[config.mk]
export PLATFORM = sky130hd
export DESIGN_NAME = button_debouncer_flat
export DESIGN_NICKNAME = d
export VERILOG_FILES = /design/src/rtl/button_debouncer_if.sv /design/src/rtl/button_debouncer.sv /design/src/flat_wrapper.sv
export SDC_FILE = /design/constraint.sdc
export NUM_CORES = 1
export LEC_CHECK = 0
export ABC_AREA = 1
export CORE_MARGIN = 10
export CORE_UTILIZATION = 60
export CTS_CLUSTER_SIZE = 16
export DETAILED_ROUTE_END_ITERATION = 8
export PLACE_DENSITY_LB_ADDON = 0.15
export SYNTH_ARGS = -nofsm -noshare
export SYNTH_HDL_FRONTEND = slang
export SYNTH_SLANG_ARGS = --single-unit
[constraint.sdc]
create_clock -name clk -period 2.4 [get_ports clk]
set_clock_uncertainty 0.05 [all_clocks]
set_input_delay 0.48 -clock clk [delete_from_list [all_inputs] [get_ports clk]]
set_output_delay 0.48 -clock clk [all_outputs]
set_load 0.01 [all_outputs]
[src/rtl/button_debouncer_if.sv]
// Push-button bus between the pads and the lab2 encoder: raw active-low pads in,
// debounced levels, press pulses and an any-pressed flag out.
interface button_debouncer_if #(
    parameter int WIDTH = 8
);
    logic [WIDTH-1:0] buttons_raw;
    logic [WIDTH-1:0] buttons_db;
    logic [WIDTH-1:0] press_pulse;
    logic             any_pressed;

    modport master (
        output buttons_raw,
        input  buttons_db,
        input  press_pulse,
        input  any_pressed
    );

    modport slave (
        input  buttons_raw,
        output buttons_db,
        output press_pulse,
        output any_pressed
    );
endinterface

[src/rtl/button_debouncer.sv]
// Per-bit 2-flop synchronizer plus saturating stability counter for active-low buttons.
// Define BUTTON_DEBOUNCER_PULSE_EN to generate registered one-cycle press pulses.
module button_debouncer #(
    parameter int WIDTH           = 8,
    parameter int DEBOUNCE_CYCLES = 500000
) (
    input  logic               clk,
    input  logic               reset_n,
    button_debouncer_if.slave  bus
);

    localparam int CW = (DEBOUNCE_CYCLES > 1) ? $clog2(DEBOUNCE_CYCLES) : 1;
    localparam logic [CW-1:0] CNT_MAX = CW'(DEBOUNCE_CYCLES - 1);

    generate
        if (DEBOUNCE_CYCLES < 1 || DEBOUNCE_CYCLES > (1 << 24)) begin : g_bad_cycles
            $error("button_debouncer: DEBOUNCE_CYCLES must be within 1 .. 2^24");
        end
    endgenerate

    logic [WIDTH-1:0] sync1;
    logic [WIDTH-1:0] sync2;
    logic [WIDTH-1:0] db;
    logic [WIDTH-1:0] db_next;
    logic [CW-1:0]    cnt [WIDTH];
    logic             any_q;

    // A bit flips only on the cycle its counter has already seen DEBOUNCE_CYCLES-1 mismatches.
    always_comb begin
        db_next = db;
        for (int i = 0; i < WIDTH; i++) begin
            if (sync2[i] != db[i] && cnt[i] == CNT_MAX) begin
                db_next[i] = sync2[i];
            end
        end
    end

    always_ff @(posedge clk or negedge reset_n) begin
        if (!reset_n) begin
            sync1 <= '1;
            sync2 <= '1;
            db    <= '1;
            any_q <= 1'b0;
            for (int i = 0; i < WIDTH; i++) begin
                cnt[i] <= '0;
            end
        end else begin
            sync1 <= bus.buttons_raw;
            sync2 <= sync1;
            db    <= db_next;
            any_q <= ~&db_next;
            for (int i = 0; i < WIDTH; i++) begin
                if (sync2[i] == db[i] || cnt[i] == CNT_MAX) begin
                    cnt[i] <= '0;
                end else begin
                    cnt[i] <= cnt[i] + 1'b1;
                end
            end
        end
    end

    assign bus.buttons_db  = db;
    assign bus.any_pressed = any_q;

`ifdef BUTTON_DEBOUNCER_PULSE_EN
    logic [WIDTH-1:0] pulse_q;

    // Press is a released-to-pressed (1->0) change of the debounced level.
    always_ff @(posedge clk or negedge reset_n) begin
        if (!reset_n) begin
            pulse_q <= '0;
        end else begin
            pulse_q <= db & ~db_next;
        end
    end

    assign bus.press_pulse = pulse_q;
`else
    assign bus.press_pulse = '0;
`endif

endmodule

[src/flat_wrapper.sv]
// flat-port wrapper written by rule: the top's interface ports become plain ports
module button_debouncer_flat 
#(
    parameter int WIDTH           = 8,
    parameter int DEBOUNCE_CYCLES = 500000
)
  (clk, reset_n, bus_buttons_raw, bus_buttons_db, bus_press_pulse, bus_any_pressed);
  button_debouncer_if #(.WIDTH(WIDTH)) bus_i ();
  input  logic clk;
  input  logic reset_n;
  input wire logic [$bits(bus_i.buttons_raw)-1:0] bus_buttons_raw;
  output wire logic [$bits(bus_i.buttons_db)-1:0] bus_buttons_db;
  output wire logic [$bits(bus_i.press_pulse)-1:0] bus_press_pulse;
  output wire logic [$bits(bus_i.any_pressed)-1:0] bus_any_pressed;
  assign bus_i.buttons_raw = bus_buttons_raw;
  assign bus_buttons_db = bus_i.buttons_db;
  assign bus_press_pulse = bus_i.press_pulse;
  assign bus_any_pressed = bus_i.any_pressed;
  button_debouncer #(.WIDTH(WIDTH), .DEBOUNCE_CYCLES(DEBOUNCE_CYCLES)) u_core (.clk(clk), .reset_n(reset_n), .bus(bus_i));
endmodule
======== After elaboration in Yosys (flattened, before gate mapping) ========
Cells that the tools add are included.
Widths: inputs -> output; s select.
storage, ports and cells
  register bits ........................... 177
  bits of input ports ..................... 10
  output and inout bits ................... 17
  logic and storage cells ................. 78
cells by class
  add/sub/neg operators ................... 8
  eq/ne operators ......................... 24
  multiplexer cells ....................... 16
  reductions and logical operators ........ 18
operators by type and width
  kind                   count
  $add 19x1->19 const B  8
  $eq 19x19->1 const B   8
  $mux 19                8
  $eq 1x1->1             8
  $logic_and 1x1->1      8
  $logic_or 1x1->1       8
  $mux 1                 8
  $ne 1x1->1             8
  $reduce_and 8->1       1
  $logic_not 1->1        1

======== Logic depth before layout (Yosys ltp) ========
Gate-level depths: netlist of run 1.
  word-level depth ........................ 5
  depth in mapped cells ................... 10

======== Worst setup path before layout of run 1 ========
Ideal clock, no wire load.
  kind .................................... register to register
  start ................................... register u_core.cnt[114] (netlist bit)
  end ..................................... register u_core.cnt[124] (netlist bit)
  library setup time ...................... 0.119 ns
  data arrival time ....................... 1.344 ns
  data required time ...................... 2.231 ns
  slack ................................... 0.888 ns
  stages on the path, launching flop included .. 8
  buffers on the path ..................... 1
  cells stage by stage .................... dfrtp_1 > ha_1 > nand3_1 > nor3_2 > nand2_1 > nand2_4 > buf_6 > nor2_1
on the way
  longest elaborated chain between the ends .. 3
  elaborated cells on any way between the ends .. 4
RTL lines
  item                                                   line                    source
  start, declared                                        button_debouncer.sv:25  logic [CW-1:0] cnt [WIDTH];
  start signal, assigned by index                        button_debouncer.sv:56  cnt[i] <= cnt[i] + 1'b1;
  branches (longest 2 deep; another with $add 19x1->19)  n/a
  $mux 19 (*)                                            button_debouncer.sv:53  if (sync2[i] == db[i] || cnt[i] == CNT_MAX) begin
Mark *: on every way between the ends.

======== Worst setup path after layout of run 1 ========
  start ................................... register u_core.db[7] (netlist: u_core.bus.buttons_db[7])
  end ..................................... output bus_buttons_db[7]
RTL lines
  item                    line                    source
  start, declared         button_debouncer.sv:23  logic [WIDTH-1:0] db;
  start signal, assigned  button_debouncer.sv:50  db <= db_next;
  end, declared           flat_wrapper.sv:12      output wire logic [$bits(bus_i.buttons_db)-1:0] bus_buttons_db;
No word-level cell between the ends.

==> results of run 1 <==
==> through the flow <==
step / hold WS, ns / total power, mW / cells / utilization, % / instance area, um^2
floorplan: 0.134 / 3.24 / 1097 / - / 9170
global placement: 0.296 / 3.33 / 1290 / 63.0 / 9510
detailed placement: 0.297 / 3.33 / 1290 / 63.0 / 9510
CTS: 0.307 / 6.12 / 1323 / 67.1 / 10100
global route: 0.309 / 6.29 / 1323 / 67.1 / 10100
finish: 0.306 / 6.05 / 1323 / 67.1 / 10100
==> layer usage <==
metal / vias to the layer above / routed length (um)
met4: 0 / 208
li1: 3536 / -
met5: - / 0
met3: 18 / 486
met2: 81 / 8040
met1: 3236 / 7800
==> how the worst min path moves through the flow <==
stage               cells after the start                          endpoint                 startpoint
CTS                                     0         u_core.sync2[7]$_DFF_PN1_  u_core.sync1[7]$_DFF_PN1_
detailed placement                      0         u_core.sync2[3]$_DFF_PN1_  u_core.sync1[3]$_DFF_PN1_
global route                            0         u_core.sync2[7]$_DFF_PN1_  u_core.sync1[7]$_DFF_PN1_
finish                                  0         u_core.sync2[7]$_DFF_PN1_  u_core.sync1[7]$_DFF_PN1_
floorplan                               0  u_core.bus.any_pressed$_DFF_PN0_                    reset_n
global placement                        0         u_core.sync2[5]$_DFF_PN1_  u_core.sync1[5]$_DFF_PN1_
==> worst register-to-register path: stages, from the launching register on <==
cell and delay (ns):
sky130_fd_sc_hd__dfrtp_1 0.39, sky130_fd_sc_hd__ha_1 0.20, sky130_fd_sc_hd__nand2_1 0.08, sky130_fd_sc_hd__nor2_1 0.21, sky130_fd_sc_hd__nand3_1 0.17, sky130_fd_sc_hd__nand2_2 0.31
sky130_fd_sc_hd__a21oi_1 0.09, sky130_fd_sc_hd__o21a_1 0.12
==> synthesized netlist by cell type (all sizes together) <==
library cell and instances:
nand3 77, o21ai 8, nand2 204, nor2 235, and3 10, nor4 3
nor3 85, a21oi 36, nand4 16, buf 16, nand3b 1, inv 124
dfstp 24, o21a 1, a31oi 2, and2 1, o21bai 1, nor3b 25
ha 8, xnor2 19, conb 1, xor2 40, dfrtp 153
==> what timing repair did <==
item                       CTS  global route
hold buffers                 1             0
hold endpoints to repair    49             0
resized for setup            0             0
setup endpoints to repair    0             0
==> logic make-up (layout without fill, tap and decap cells) <==
kind of cell	after synthesis	in the layout	synth area share, %
AO/OA/AOI/OAI	48	48	2.71
XOR/XNOR	59	59	5.65
adder cells (fa/ha/maj)	8	8	1.09
buffers and inverters	140	178	6.48
flip-flops	177	177	48.7
other	1	8	0.0410
AND/OR/NAND/NOR	657	657	35.3
==> area by class of cell <==
type,instances,area share (%)
clock inverters,11,1.25
multi-input cells,780,40.7
clock buffers,21,4.65
inverters,124,4.60
repair buffers,22,2.39
flip-flops and latches,177,44.1
well taps,188,2.32
==> power groups by stage <==
stage	clock network, mW	logic [mW]	registers [mW]
3_5_place_dp	0	0.204	3.13
5_1_grt	2.98	0.235	3.08
2_1_floorplan	0	0.117	3.12
4_1_cts	2.84	0.206	3.08
6_report	2.77	0.198	3.08
3_3_place_gp	0	0.201	3.13
==> flip-flops by register name, indices dropped and copies added, names as in the netlist <==
name	cells
u_core.sync1	8
u_core.bus.buttons_db	8
u_core.sync2	8
u_core.cnt	152
u_core.bus.any_pressed	1
==> cells in the final DEF (no fill, tap or decap), types with 3 or more instances in the layout <==
master / n
sky130_fd_sc_hd__nand2_1: 173
sky130_fd_sc_hd__clkinv_2: 3
sky130_fd_sc_hd__nand4_1: 16
sky130_fd_sc_hd__dfrtp_1: 153
sky130_fd_sc_hd__nor4_1: 3
sky130_fd_sc_hd__clkdlybuf4s50_1: 17
sky130_fd_sc_hd__nor3_2: 15
sky130_fd_sc_hd__clkinv_4: 3
sky130_fd_sc_hd__clkbuf_16: 17
sky130_fd_sc_hd__and3_1: 10
sky130_fd_sc_hd__clkbuf_8: 4
sky130_fd_sc_hd__xor2_1: 40
sky130_fd_sc_hd__nor3_1: 68
sky130_fd_sc_hd__dfstp_2: 24
sky130_fd_sc_hd__o21ai_0: 6
sky130_fd_sc_hd__nor2_4: 15
sky130_fd_sc_hd__a21oi_1: 36
sky130_fd_sc_hd__ha_1: 8
sky130_fd_sc_hd__xnor2_1: 19
sky130_fd_sc_hd__nor2_1: 201
sky130_fd_sc_hd__conb_1: 8
sky130_fd_sc_hd__nand3_1: 70
sky130_fd_sc_hd__nand2_2: 29
sky130_fd_sc_hd__inv_2: 4
sky130_fd_sc_hd__nor2_2: 19
sky130_fd_sc_hd__inv_1: 120
sky130_fd_sc_hd__nor3b_1: 24
sky130_fd_sc_hd__nand3_2: 7
==> run metrics, run 1 <==
pins over their slew limit 0; Die Area slightly above 20000 um^2; fraction of layout cells with a size suffix above 1 13.5%; dominant delay contributor by cell family on the critical path flip-flops; met1 GRT Util between 20% and 30%; area used by multi-input combinational logic ~4000 um^2; Crit. Startpoint u_core.bus.buttons_db[7]$_DFF_PN1_; setup slack at placement 0.675 ns; antenna-violating nets left 0; Final Hold Vio Count 0; fill cell count between 1000 and 1500; met2 Use GR around 29%; GRT Total Usage roughly 17%; area fraction of the dominant cell type after synthesis 41.9%; number of cells on the critical path 1; antenna cell count 0; post-synthesis cell type count 34; first-pass GRT wire length around 30 mm; worst setup slack for register-to-register paths 0.67 ns; Period Utilization, post-route slightly below 90%; Synth Area per Inst around 8.4 um^2; Most Used Layer, Global Route met2; length of the first detailed-routing pass in iterations 6; Cell Int Power approximately 4.7 mW; placer congestion estimate approximately 0.87; ordered cell list for the critical path clkdlybuf4s50_1; worst setup path class reg -> out; Root Buffer sky130_fd_sc_hd__clkbuf_16; placed wire-length estimate after detailed placement roughly 12 mm; power density of the placed cells approximately 600 nW/um^2; effective utilization at floorplan slightly above 60%; status complete, no violations; DR DRC count 0; cell count of the worst reg-to-reg path 7; maximum ir drop on the vdd rail slightly above 0.0005 V; worst setup path endpoint bus_buttons_db[7]; delay of the slowest cell on the worst path approximately 0.56 ns; part of the Yosys area used for sequential elements between 40% and 50%; CTS clk-pin slew, worst paths approximately 0.06 ns; Comb power frac under 10%; Setup-failing EPs final 0; Critical Path Sink Type output pin; Via Count about 7000; dominant cells by area after synthesis sky130_fd_sc_hd__dfrtp_1 42%, sky130_fd_sc_hd__nor2_1 8.2%, sky130_fd_sc_hd__nand2_1 7.1%; average vias per placed instance around 5.2; Netlist Area Pre-Place approximately 9000 um^2; worst-path cell with the longest stage delay sky130_fd_sc_hd__dfstp_2; Syn. warnings 0; CP Max Fanout 3; summed negative setup slack over all endpoints 0 ns; number of I/O pins 27; Net Switching ~1.3 mW; Cell Rows 45; share of power burned in registers 50.8%; leakage dissipation about 4.2 nW; post-CTS setup repair buffer count 0; drt wl/cell 12.5 um; Worst Path Buf+Inv 1; number of max-cap violations 0; number of port buffers 18; critical register-to-register path endpoint u_core.cnt[80]$_DFF_PN0_; Floorplan Core Area ~15000 um^2; net switching share of the total power 21.9%; number of sinks on the clock net between 150 and 200; iteration-0 DRC count of the detailed router between 300 and 400; clock latency at the later pin of the worst-skew pair about 0.44 ns; start of the worst register-to-register path u_core.cnt[76]$_DFF_PN0_; cell type with the largest total area after synthesis sky130_fd_sc_hd__dfrtp_1; Final min period around 2.1 ns; worst hold-check path type reg -> reg; overflow left after global routing 0; final setup margin approximately 0.31 ns; fmax about 0.48 GHz; Clock power frac roughly 46%; TritonCTS clock tree yes; FF/Latch Area between 4000 and 5000 um^2; die extent in y 143 um; CTS buffer count 17; signal arrival time at the worst endpoint roughly 1.6 ns; antenna violations before repair 0; Mapped Cells between 1000 and 1500; number of global-route vias before repair between 6000 and 7000; number of register bits inferred by synthesis between 150 and 200; Chip Width between 100 and 150 um; Setup crit start kind register; GR met3 Demand/Resource 4.09%; largest net degree at the start of global routing 60; maximum root-to-sink buffer count 2; area growth from synthesis to final layout 10.6%; nets 1140; critical path required time around 1.9 ns; final wirelength ~17 mm; level count of the clock H-tree 4; unrepaired setup endpoints after global routing no
Power figures use the tool's default switching activity.
==> run 2: changes to the inputs <==
MAX_ROUTING_LAYER = met4   (was unset)
==> run 2 against run 1 <==
Effect of this change:
- hold slack barely moved
- total power barely moved
- highest routed layer unchanged
- die area did not move
- count of clock-buffer cells in the layout did not move
==> run metrics, run 2 (same netlist as run 1, synthesis figures left out) <==
Via Count 6853 (was 6871); area used by multi-input combinational logic 4120 um^2 (unchanged); level count of the clock H-tree 4 (unchanged); worst setup path class reg -> out (unchanged); max reg flops 152 (unchanged); placed inst area 9510 um^2 (unchanged); status complete, no violations (unchanged); most common library cell in the layout ignoring fill and taps sky130_fd_sc_hd__nor2_1 (unchanged); largest net degree at the start of global routing 60 (unchanged); Period Utilization, post-route 87.0% (was 86.9%); dominant delay contributor by cell family on the critical path buffers and inverters (was flip-flops); fill cell count 1254 (unchanged); Pwr Total 6.05 mW (about the same); average vias per placed instance 5.18 (was 5.19); post-route cell area 10100 um^2 (unchanged); critical path required time 1.87 ns (about the same); Setup crit start kind register (unchanged); antenna cell count 0 (unchanged); number of I/O pins 27 (unchanged); clock latency at the later pin of the worst-skew pair 0.44 ns (about the same); first-pass GRT wire length 29.5 mm (about the same); worst hold-check path type reg -> reg (unchanged); DR DRC count 0 (unchanged); maximum root-to-sink buffer count 2 (unchanged); worst setup slack for register-to-register paths 0.66 ns (was 0.67 ns); CTS buffer count 17 (unchanged); Final min period 2.09 ns (about the same); Finished Core Util 67.1% (unchanged); most used cells in the layout excluding fill and tap cells 201 x sky130_fd_sc_hd__nor2_1, 173 x sky130_fd_sc_hd__nand2_1, 153 x sky130_fd_sc_hd__dfrtp_1 (unchanged); antenna-violating nets left 0 (unchanged); overflow left after global routing 0 (unchanged); GRT Total Usage 17.9% (was 17.4%); ordered cell list for the critical path clkdlybuf4s50_1 (unchanged); Root Buffer sky130_fd_sc_hd__clkbuf_16 (unchanged); length of the first detailed-routing pass in iterations 6 (unchanged); number of max-cap violations 0 (unchanged); effective utilization at floorplan 60.6% (unchanged); Die Area 20600 um^2 (unchanged); maximum ir drop on the vdd rail 0.000509 V (was 0.000510 V); summed negative setup slack over all endpoints 0 ns (unchanged); number of port buffers 18 (unchanged); number of buffers added to fix hold violations after cts 1 (unchanged); iteration-0 DRC count of the detailed router 346 (was 312); post-cts gate resize count 0 (unchanged); signal arrival time at the worst endpoint 1.56 ns (about the same); area growth from synthesis to final layout 10.6% (unchanged); pins over their slew limit 0 (unchanged); Worst Path Buf+Inv 1 (unchanged); Floorplan Core Area 15100 um^2 (unchanged); nets 1140 (unchanged); CP Max Fanout 3 (unchanged); final wirelength 16.5 mm (unchanged); Final Hold Vio Count 0 (unchanged); Cell Rows 45 (unchanged); fraction of layout cells with a size suffix above 1 13.5% (unchanged); Biggest register u_core.cnt (unchanged); Setup-failing EPs final 0 (unchanged); fmax 0.479 GHz (about the same); placer congestion estimate 0.885 (was 0.871); power density of the placed cells 597 nW/um^2 (was 598 nW/um^2); Critical Path Sink Type output pin (unchanged); TritonCTS clock tree yes (unchanged); post-CTS setup repair buffer count 0 (unchanged); unrepaired setup endpoints after global routing no (unchanged); antenna violations before repair 0 (unchanged); delay of the slowest cell on the worst path 0.57 ns (was 0.56 ns); FF/Latch Area 4460 um^2 (unchanged); placed wire-length estimate after detailed placement 11.7 mm (unchanged); CTS clk-pin slew, worst paths 0.06 ns (about the same); number of sinks on the clock net 177 (unchanged); drt wl/cell 12.5 um (unchanged); leakage dissipation 4.24 nW (unchanged); worst-path cell with the longest stage delay sky130_fd_sc_hd__clkdlybuf4s50_1 (was sky130_fd_sc_hd__dfstp_2); Chip Width 143 um (unchanged); number of global-route vias before repair 6644 (was 6648); die extent in y 143 um (unchanged)
==> run 2: where the power goes <==
| part | internal (mW) | total (mW) | switching [mW] | leakage (nW) |
|---|---|---|---|---|
| logic | 0.0597 | 0.198 | 0.139 | 1.59 |
| registers | 3.04 | 3.08 | 0.0342 | 2.36 |
| clock network | 1.62 | 2.77 | 1.15 | 0.294 |
==> run 2: path summary, 6_finish.rpt <==
| path | depth (start not counted) | from | to |
|---|---|---|---|
| max | 1 | u_core.bus.buttons_db[7]$_DFF_PN1_ | bus_buttons_db[7] |
| min reg2reg | 0 | u_core.sync1[7]$_DFF_PN1_ | u_core.sync2[7]$_DFF_PN1_ |
| min | 0 | u_core.sync1[7]$_DFF_PN1_ | u_core.sync2[7]$_DFF_PN1_ |
| max in group asynchronous | 3 | reset_n | u_core.sync1[0]$_DFF_PN1_ |
| max reg2reg | 7 | u_core.cnt[76]$_DFF_PN0_ | u_core.cnt[80]$_DFF_PN0_ |
| min in group asynchronous | 2 | reset_n | u_core.cnt[98]$_DFF_PN0_ |
==> run 2: through the flow <==
stage / hold slack (ns) / worst slack (ns) / std cells
floorplan: 0.134 / 0.888 / 1097
global placement: 0.296 / 0.732 / 1290
detailed placement: 0.297 / 0.675 / 1290
CTS: 0.307 / 0.288 / 1323
global route: 0.309 / 0.256 / 1323
finish: 0.305 / 0.312 / 1323
==> run 2: per-layer routing <==
layer  GRT usage (%)  wire length (um)  vias to the layer above
met5               -                 0                        -
met4            5.48               185                        0
met3            3.86               463                       20
met2            28.6              8010                       76
met1            22.4              7870                     3216
li1                -                 -                     3541
==> run 2: area by class of cell <==
cell class              instances  share of cell area (%)
well taps                     188                    2.32
flip-flops and latches        177                    44.1
clock buffers                  21                    4.65
clock inverters                11                    1.25
repair buffers                 22                    2.39
multi-input cells             780                    40.7
inverters                     124                    4.60
==> run 3: changes to the inputs <==
CORE_ASPECT_RATIO = 1.5   (was unset)
CTS_BUF_LIST = sky130_fd_sc_hd__clkbuf_8 sky130_fd_sc_hd__clkbuf_16   (was unset)
TNS_END_PERCENT = 50   (was unset)
==> run 3 against run 2 <==
Effect of this change:
- design area shrank 0.15%
- flip-flop and latch count is the same
- first-iteration DRC count shrank 2.3%
- count of clock-buffer cells in the layout grew 1
- total power shrank 0.12%
- critical endpoint unchanged
- largest power group unchanged
==> run metrics, run 3 (same netlist as run 1, synthesis figures left out) <==
critical path required time 1.87 ns (about the same); first-pass GRT wire length 30.5 mm (was 29.5 mm); Pwr Total 6.04 mW (was 6.05 mW); summed negative setup slack over all endpoints 0 ns (unchanged); number of max-cap violations 0 (unchanged); maximum ir drop on the vdd rail 0.000434 V (was 0.000509 V); Setup-failing EPs final 0 (unchanged); Critical Path Sink Type output pin (unchanged); signal arrival time at the worst endpoint 1.54 ns (was 1.56 ns); Worst Path Buf+Inv 1 (unchanged); placed wire-length estimate after detailed placement 12.1 mm (was 11.7 mm); Via Count 6914 (was 6853); delay of the slowest cell on the worst path 0.57 ns (about the same); overflow left after global routing 0 (unchanged); die extent in y 171 um (was 143 um); fraction of layout cells with a size suffix above 1 13.3% (was 13.5%); worst-path cell with the longest stage delay sky130_fd_sc_hd__dfstp_2 (was sky130_fd_sc_hd__clkdlybuf4s50_1); antenna cell count 0 (unchanged); number of sinks on the clock net 177 (unchanged); cell count of the worst reg-to-reg path 7 (unchanged); CTS clk-pin slew, worst paths 0.06 ns (about the same); antenna violations before repair 0 (unchanged); number of I/O pins 27 (unchanged); Root Buffer sky130_fd_sc_hd__clkbuf_16 (unchanged); status complete, no violations (unchanged); cell count after placement 1300 (was 1290); largest net degree at the start of global routing 128 (was 60); setup slack at placement 0.641 ns (was 0.675 ns); fmax 0.483 GHz (was 0.479 GHz); Biggest register u_core.cnt (unchanged); remaining max-slew budget at the tightest pin between 50% and 60%; DR DRC count 0 (unchanged); clock latency at the later pin of the worst-skew pair 0.43 ns (was 0.44 ns); maximum root-to-sink buffer count 2 (unchanged); unrepaired setup endpoints after global routing no (unchanged); effective utilization at floorplan 61.0% (was 60.6%); power density of the placed cells 598 nW/um^2 (was 597 nW/um^2); Final Hold Vio Count 0 (unchanged); number of buffers added to fix hold violations after cts 0 (was 1); start of the worst register-to-register path u_core.cnt[76]$_DFF_PN0_ (unchanged); most common library cell in the layout ignoring fill and taps sky130_fd_sc_hd__nor2_1 (unchanged); drt wl/cell 12.8 um (was 12.5 um); CP Max Fanout 3 (unchanged); Die Area 20700 um^2 (was 20600 um^2); critical register-to-register path endpoint u_core.cnt[80]$_DFF_PN0_ (unchanged); Floorplan Core Area 15000 um^2 (was 15100 um^2); CTS buffer count 17 (unchanged); max reg flops 152 (unchanged); length of the first detailed-routing pass in iterations 6 (unchanged); post-CTS setup repair buffer count 0 (unchanged); ordered cell list for the critical path clkdlybuf4s50_1 (unchanged); final setup margin 0.330 ns (was 0.312 ns); level count of the clock H-tree 4 (unchanged); average vias per placed instance 5.19 (was 5.18); actual slew at the worst max-slew pin 0.716 ns; leakage dissipation 4.22 nW (was 4.24 nW); post-cts gate resize count 0 (unchanged); Cell Rows 55 (was 45); nets 1138 (was 1140); GRT Total Usage 18.3% (was 17.9%); worst setup path class reg -> out (unchanged); final wirelength 17.1 mm (was 16.5 mm); Setup crit start kind register (unchanged); number of port buffers 18 (unchanged); worst hold-check path type in -> async (was reg -> reg); number of global-route vias before repair 7106 (was 6644); Period Utilization, post-route 86.3% (was 87.0%); Chip Width 121 um (was 143 um); Final min period 2.07 ns (was 2.09 ns); dominant delay contributor by cell family on the critical path flip-flops (was buffers and inverters); area growth from synthesis to final layout 10.5% (was 10.6%); antenna-violating nets left 0 (unchanged); most used cells in the layout excluding fill and tap cells 201 x sky130_fd_sc_hd__nor2_1, 173 x sky130_fd_sc_hd__nand2_1, 153 x sky130_fd_sc_hd__dfrtp_1 (unchanged); worst setup slack for register-to-register paths 0.63 ns (was 0.66 ns); placer congestion estimate 0.844 (was 0.885); Finished Layout Cells 1331 (was 1323); TritonCTS clock tree yes (unchanged); pins over their slew limit 0 (unchanged); iteration-0 DRC count of the detailed router 338 (was 346); fill cell count 1302 (was 1254)
run 3: stage by stage:
step                      utilization [%]  instance area, um^2  hold WS, ns
final                                67.4                10100       0.0411
after global placement               63.4                 9500        0.295
after detailed placement             63.4                 9500        0.297
after global routing                 67.4                10100        0.132
after CTS                            67.4                10100        0.122
after floorplan                         -                 9170        0.134
run 3: metal layers:
layer  part of all wire (%)  track usage [%]  vias to the layer above  wire length [um]
met5                      0                -                        -                 0
met4                    2.0             7.00                        0               346
met2                     54             32.8                       58              9200
li1                       -                -                     3532                 -
met1                     42             19.3                     3300              7150
met3                    2.3             3.61                       24               388
run 3: final cells by class:
cell class              instances  area [um^2]  area share, %
flip-flops and latches        177         4460           44.1
multi-input cells             780         4120           40.8
clock buffers                  22          494           4.89
inverters                     124          465           4.61
well taps                     199          249           2.46
repair buffers                 20          209           2.07
clock inverters                 9          106           1.05
run 3: worst max path at each step:
stage                           endpoint  cells after the start                               start  slack, ns
2_1_floorplan  u_core.cnt[124]$_DFF_PN0_                      7           u_core.cnt[114]$_DFF_PN0_       0.89
3_5_place_dp    u_core.cnt[36]$_DFF_PN0_                      6            u_core.cnt[19]$_DFF_PN0_       0.64
6_report               bus_buttons_db[7]                      1  u_core.bus.buttons_db[7]$_DFF_PN1_       0.33
5_1_grt                bus_buttons_db[0]                      1  u_core.bus.buttons_db[0]$_DFF_PN1_       0.28
4_1_cts                bus_buttons_db[7]                      1  u_core.bus.buttons_db[7]$_DFF_PN1_       0.30
3_3_place_gp   u_core.cnt[130]$_DFF_PN0_                      6           u_core.cnt[114]$_DFF_PN0_       0.73
run 3: report_power, final:
group          internal [mW]  switching (mW)
logic                 0.0553           0.139
clock network           1.66            1.11
registers               3.04          0.0350
